$ cat src/rtl/rst_requester.sv
// Reset-request initiator: debounced button, software pulse and optional watchdog (RST_WDT_EN)
// merged into a stretched active-low request with sticky cause bits that survive requested resets.
module rst_requester #(
  parameter int unsigned DEBOUNCE_CYCLES = 16,
  parameter int unsigned STRETCH_CYCLES  = 8,
  parameter int unsigned WDT_TIMEOUT     = 65536
) (
  input  logic       clk,
  input  logic       rst_n,
  input  logic       btn_ib,
  input  logic       sw_req,
  input  logic       wdt_en,
  input  logic       wdt_kick,
  input  logic       cause_clr,
  output logic       rst_req_ob,
  output logic [2:0] cause
);

  localparam int unsigned DB_W  = $clog2(DEBOUNCE_CYCLES + 1);
  localparam int unsigned STR_W = (STRETCH_CYCLES > 1) ? $clog2(STRETCH_CYCLES) : 1;
  localparam int unsigned WDT_W = $clog2(WDT_TIMEOUT);

  typedef enum logic [1:0] {
    IDLE   = 2'd0,
    ASSERT = 2'd1,
    HOLD   = 2'd2
  } state_t;

  state_t             state_q;
  logic [STR_W-1:0]   str_cnt_q;
  logic               rst_req_q;

  logic               sync1_q, sync2_q;
  logic               btn_stable_q, btn_stable_d;
  logic [DB_W-1:0]    db_cnt_q, db_cnt_d;
  logic               btn_trig_q, btn_trig_d;
  logic               wdt_fire;
  logic [2:0]         trig;
  logic [2:0]         cause_q, cause_d;

  // The level must differ for DEBOUNCE_CYCLES counted cycles plus the accepting cycle.
  always_comb begin
    db_cnt_d     = '0;
    btn_stable_d = btn_stable_q;
    btn_trig_d   = 1'b0;
    if (sync2_q != btn_stable_q) begin
      if (db_cnt_q == DB_W'(DEBOUNCE_CYCLES)) begin
        btn_stable_d = sync2_q;
        btn_trig_d   = ~sync2_q;
      end else begin
        db_cnt_d = db_cnt_q + DB_W'(1);
      end
    end
  end

`ifdef RST_WDT_EN
  logic [WDT_W-1:0] wdt_cnt_q, wdt_cnt_d;

  // Only runs while idle, so a timeout cannot re-trigger during its own request.
  always_comb begin
    wdt_cnt_d = '0;
    wdt_fire  = 1'b0;
    if (wdt_en && !wdt_kick && (state_q == IDLE)) begin
      if (wdt_cnt_q == WDT_W'(WDT_TIMEOUT - 1)) begin
        wdt_fire = 1'b1;
      end else begin
        wdt_cnt_d = wdt_cnt_q + WDT_W'(1);
      end
    end
  end

  always_ff @(posedge clk) begin
    if (!rst_n) begin
      wdt_cnt_q <= '0;
    end else begin
      wdt_cnt_q <= wdt_cnt_d;
    end
  end
`else
  logic [WDT_W+1:0] unused_wdt;
  assign unused_wdt = {wdt_en, wdt_kick, {WDT_W{1'b0}}};
  assign wdt_fire   = 1'b0;
`endif

  assign trig    = {sw_req, wdt_fire, btn_trig_q};
  assign cause_d = (cause_clr ? 3'b000 : cause_q) | trig;

  always_ff @(posedge clk) begin
    if (!rst_n) begin
      sync1_q      <= 1'b1;
      sync2_q      <= 1'b1;
      btn_stable_q <= 1'b1;
      db_cnt_q     <= '0;
      btn_trig_q   <= 1'b0;
      cause_q      <= 3'b000;
    end else begin
      sync1_q      <= btn_ib;
      sync2_q      <= sync1_q;
      btn_stable_q <= btn_stable_d;
      db_cnt_q     <= db_cnt_d;
      btn_trig_q   <= btn_trig_d;
      cause_q      <= cause_d;
    end
  end

  always_ff @(posedge clk) begin
    if (!rst_n) begin
      state_q   <= IDLE;
      str_cnt_q <= '0;
      rst_req_q <= 1'b1;
    end else begin
      case (state_q)
        IDLE: begin
          if (|trig) begin
            state_q   <= ASSERT;
            str_cnt_q <= STR_W'(STRETCH_CYCLES - 1);
            rst_req_q <= 1'b0;
          end
        end
        ASSERT: begin
          if (str_cnt_q == '0) begin
            if (!btn_stable_q) begin
              state_q <= HOLD;
            end else begin
              state_q   <= IDLE;
              rst_req_q <= 1'b1;
            end
          end else begin
            str_cnt_q <= str_cnt_q - STR_W'(1);
          end
        end
        HOLD: begin
          // Button still held after the stretch: keep the request until release is debounced.
          if (btn_stable_q) begin
            state_q   <= IDLE;
            rst_req_q <= 1'b1;
          end
        end
        default: begin
          state_q   <= IDLE;
          rst_req_q <= 1'b1;
        end
      endcase
    end
  end

  assign rst_req_ob = rst_req_q;
  assign cause      = cause_q;

endmodule

$ cat config.mk
export PLATFORM = sky130hd
export DESIGN_NAME = rst_requester
export DESIGN_NICKNAME = d
export VERILOG_FILES = /design/src/rtl/rst_requester.sv
export SDC_FILE = /design/constraint.sdc
export NUM_CORES = 1
export LEC_CHECK = 0
export CORE_MARGIN = 5
export CORE_UTILIZATION = 40
export DETAILED_ROUTE_END_ITERATION = 8
export PLACE_DENSITY = 0.66
export SLEW_MARGIN = 10
export SYNTH_ARGS = -nofsm -noshare
export SYNTH_HDL_FRONTEND = slang
export SYNTH_SLANG_ARGS = --single-unit
$ cat constraint.sdc
create_clock -name clk -period 1.7 [get_ports clk]
set_clock_uncertainty 0.15 [all_clocks]
set_input_delay 0.255 -clock clk [delete_from_list [all_inputs] [get_ports clk]]
set_output_delay 0.255 -clock clk [all_outputs]
set_load 0.02 [all_outputs]
==> impl_metrics.tcl, run 1 <==
set metrics [dict create \
    critical-path-slowest-cell "nor3b_4" \
    portBuffers 7 \
    viasPerCell 4.65 \
    crit_cells 5 \
    hold_viol 0 \
    cts_inserted_buffers 3 \
    first_iter_violations 7 \
    yosysSeqAreaShare 0.429 \
    power.leakage_nw 0.414 \
    min_path_cells 1 \
    timing.hold.ws_ns 0.274 \
    drt_pass1_iterations 2 \
    crit_start "state_q[0]" \
    async_flop_share 0 \
    die_x_um 54.5 \
    routedWlPerCell_um 10.4 \
    ir_drop_uv 508 \
    gp_congestion 0.758 \
    insertion_delay_ns 0.28 \
    status "finished clean" \
    period_share 0.955 \
    comb_power_share 0.400 \
    htreeDepth 1 \
    critPathRequiredTime_ns 1.73 \
    detailedPlace.worstSlack_ns 0.00896 \
    rows 16 \
    max_freq_mhz 616 \
    nets 115 \
    drc_errors 0 \
    cts.root.buffer_cell "clkbuf_4" \
    arrival_ns 1.65 \
    grt_pass1_vias 563 \
    grt_max_degree 10 \
    die_area_mm2 0.00297 \
    max_cap_viol_count 0 \
    critPathMaxStageDelay_ns 0.37 \
    coreArea_mm2 0.00192 \
    final_common_cell "dfxtp_1" \
    multiInputGateArea_um2 418 \
    ios 11 \
    powerDensity_mw_per_mm2 1170 \
    cts_tree "done" \
    syn-num-nets 98 \
    vias 586 \
    reg2reg_from "state_q[0]" \
    p_clk_frac 0.178 \
    cp_num_buf_inv 1 \
    antenna_left 0 \
    synth_area_um2 793 \
    slew_violations 0 \
    min_from "sync1_q" \
    routed_wl_um 1310 \
    yosys_register_bits 17 \
    syn_to_final_growth_pct 23.7 \
    swShare 0.319 \
    cp-end-kind "flip-flop" \
    drive_gt1_frac 0.141 \
    ys_warn_count 0 \
    grt_first_pass_wirelength_um 2320 \
    start_util 0.413 \
    ys_types 26 \
    path_delay_family "simple AND/OR/NAND/NOR gates" \
    syn_area_per_cell_um2 9.56 \
    cp_cell_sequence "inv_1, ha_1, nor3b_4, a211oi_4, o221a_1" \
    rr_worst_depth 5 \
    clk_pin_slew_worst_paths_ns 0.09 \
    syn_inst 83 \
    fillers 194 \
    power_frac_seq 0.422 \
    min_path_type "flip-flop to flip-flop" \
    antennaDiodeCount 0 \
    crit_fanout 6 \
    path_class "flip-flop to flip-flop" \
    ys.flop_type "dfxtp_1" \
    cell_internal_pwr_mw 0.782 \
    holdBufCountCts 0 \
    grt_overflow_total 0 \
    fin_ws_ns 0.0768 \
    ff_latch_area_um2 340 \
    setup_viol 0 \
    min_period_ns 1.62 \
    place_hpwl_um 1030 \
    clockBufferDepth 2 \
    grtUsageTotal 0.113 \
    cts_setup_buffers 0 \
    clock_sinks 17 \
    p_switching_mw 0.366 \
    synth-edff-count 0 \
    final_cell_mix "17 x dfxtp_1, 10 x inv_1, 9 x nand2_1" \
    critPathLaunchType "flip-flop" \
    antenna_found_initial 0 \
    die_y_um 54.5 \
]
metrics by stage:
stage          TNS [ns]  total power [mW]  cell area, um2  std cells  utilization
3_3_place_gp          0             0.908             937        122        0.488
3_5_place_dp          0             0.920             937        122        0.488
6_report              0              1.15             981        126        0.510
5_1_grt        -0.00788              1.24             981        126        0.510
4_1_cts               0              1.13             963        126        0.501
2_1_floorplan         0             0.759             793         83            -
cell families (layout without fill, tap and decap cells):
group           Yosys count  count (layout)  share of synthesized area
buf+inv                  12              28                     0.0631
mux                       2               2                     0.0252
other cells               1               1                    0.00473
xor+xnor                  4               4                     0.0442
fa+ha+maj                 8               8                      0.126
simple gates             29              29                      0.194
compound gates           10              10                      0.114
flops                    17              17                      0.429
final cells by class:
class	instances	share of cell area
inverter	10	0.0383
timing repair buffer	14	0.128
multi-input combinational	54	0.426
tap	27	0.0344
clock buffer	4	0.0268
sequential	17	0.347
power by group through the flow:
stage               combinational [mW]  sequential, mW  clock, mW
global placement                 0.414           0.494          0
finish                           0.460           0.485      0.204
global route                     0.517           0.491      0.234
floorplan                        0.257           0.502          0
detailed placement               0.425           0.496          0
CTS                              0.428           0.486      0.219
what timing repair did:
action | in CTS | in global routing
endpoints found under the setup margin | 0 | 6
endpoints found under the hold margin | 0 | 0
gates resized for setup | 0 | 4
registers in the layout, summed over array words and instances, names as in the netlist:
name,count
rst_req_ob,1
state_q,2
db_cnt_q,5
str_cnt_q,3
cause,2
btn_stable_q,1
sync1_q,1
btn_trig_q,1
sync2_q,1
metal layers:
layer,routed length (um),track usage,up-vias
li1,-,-,304
met2,620,0.179,9
met1,591,0.124,271
met4,23,0.0747,0
met3,71,0.0436,2
met5,0,0,-
synth_stat cells (2+ instances only):
master,count,area (um2)
dfxtp_1,17,340
ha_1,8,100
inv_1,10,37.5
mux2i_1,2,20.0
nand2_1,9,33.8
nand2b_1,2,12.5
nand3_1,3,15.0
nor2_1,7,26.3
nor2b_1,3,18.8
o21a_1,2,15.0
o221a_1,3,33.8
xor2_1,3,26.3
path summary, 6_finish.rpt:
kind         slack, ns            to
min               0.27       sync2_q
max               0.08  str_cnt_q[0]
max reg2reg       0.08  str_cnt_q[0]
min reg2reg       0.27       sync2_q
Power figures use the tool's default switching activity.
==> inputs of run 2 (changes only) <==
- MAX_ROUTING_LAYER: unset -> met4
- clock period: 1.7 -> 1.6 ns (I/O delays scaled with it)
==> impl_metrics.tcl, run 2 (synthesis results as in run 1) <==
set metrics [dict create \
    status "finished clean" \
    finalSetupTns_ns 0 \
    cts_inserted_buffers 3 \
    ir_drop_uv 828 \
    portBuffers 7 \
    hold_viol 0 \
    start_util 0.413 \
    antenna_left 0 \
    largest-register "db_cnt_q" \
    swShare 0.320 \
    max_cap_viol_count 0 \
    postLayoutCoreUtil 0.575 \
    setup_viol 0 \
    wl_met1_um 685 \
    clock_sinks 17 \
    grt_first_pass_wirelength_um 2350 \
    grtUsageTotal 0.116 \
    fin_area_mm2 0.00110 \
    rows 16 \
    drc_errors 0 \
    timing.hold.ws_ns 0.278 \
    cp_num_buf_inv 2 \
    coreArea_mm2 0.00192 \
    power.leakage_nw 0.477 \
    finalPower_mw 1.45 \
    routedWlPerCell_um 10.4 \
    crit_fanout 3 \
    path_class "flip-flop to flip-flop" \
    die_y_um 54.5 \
    wl_met2_um 628 \
    path_delay_family "flip-flops" \
    critPathRequiredTime_ns 1.64 \
    viasPerCell 4.55 \
    period_share 0.964 \
    critPathMostFrequentCell "buf_4" \
    min_period_ns 1.54 \
    reg_top3 "db_cnt_q: 5 flops, str_cnt_q: 3 flops" \
    antenna_found_initial 0 \
    ios 11 \
    grt_overflow_total 0 \
    p_clk_frac 0.157 \
    critPathLaunchType "flip-flop" \
    vias 624 \
    clockBufferDepth 2 \
    cell_internal_pwr_mw 0.987 \
    final_common_cell "buf_4" \
    syn_to_final_growth_pct 39.3 \
    htreeDepth 1 \
    critical-path-slowest-cell "dfxtp_1" \
    power_frac_seq 0.351 \
    holdBufCountCts 0 \
    drive_gt1_frac 0.291 \
    grt_pass1_vias 570 \
    placed_cell_area_um2 997 \
    first_iter_violations 20 \
    cp_cell_sequence "buf_4, ha_1, buf_4, nor2_1, a211oi_4, o221a_1" \
    cp-end-kind "flip-flop" \
    max_freq_mhz 648 \
    largest_reg_flops 5 \
    die_x_um 54.5 \
    detailedPlace.worstSlack_ns -0.125 \
    powerDensity_mw_per_mm2 1310 \
    dpl.cell_count 130 \
    clk_pin_slew_worst_paths_ns 0.10 \
    die_area_mm2 0.00297 \
    insertion_delay_ns 0.29 \
    final_cell_mix "16 x buf_4, 15 x dfxtp_1, 9 x inv_1, 9 x nand2_1, 7 x nor2_1" \
    routed-wl-met3_um 79 \
    slew_violations 0 \
    critPathMaxStageDelay_ns 0.32 \
    post_layout_nonfiller_instances 137 \
    gp_congestion 0.775 \
    grt_setup_unrepaired "true" \
    routed_wl_um 1420 \
    comb_power_share 0.492 \
    nets 126 \
    antennaDiodeCount 0 \
    p_switching_mw 0.465 \
    place_hpwl_um 1040 \
    arrival_ns 1.58 \
    drt_pass1_iterations 4 \
    fin_ws_ns 0.0568 \
    grt_max_degree 10 \
    min_path_type "flip-flop to flip-flop" \
    top_layer "met4" \
    cts.root.buffer_cell "clkbuf_4" \
    cts_tree "done" \
]
[run 2: power by group through the flow]
stage	clock [mW]	sequential, mW	combinational [mW]
6_report	0.228	0.510	0.714
4_1_cts	0.239	0.509	0.579
5_1_grt	0.257	0.518	0.787
3_5_place_dp	0	0.517	0.527
3_3_place_gp	0	0.516	0.514
2_1_floorplan	0	0.534	0.273
[run 2: timing repair]
item,in CTS,in global routing
setup buffers,2,1
resized for setup,7,11
setup endpoints to repair,8,6
pin swaps,0,2
[run 2: metal layers]
metal,up-vias,global-route usage
met5,-,-
met4,0,0.0498
met3,2,0.0245
met2,14,0.179
met1,281,0.144
li1,327,-
[run 2: final cells by class]
class	count	area, um2
Inverter	10	37.5
Multi-Input combinational cell	54	455
Timing Repair Buffer	25	209
Tap cell	27	33.8
Fill cell	187	817
Clock buffer	4	26.3
Sequential cell	17	343
[run 2: final timing paths]
check / endpoint / slack (ns) / cells past startpoint / start
hold reg to reg: sync2_q / 0.28 / 1 / sync1_q
setup / recovery: str_cnt_q[1] / 0.06 / 6 / state_q[0]
setup reg to reg: str_cnt_q[1] / 0.06 / 6 / state_q[0]
hold / removal: sync2_q / 0.28 / 1 / sync1_q
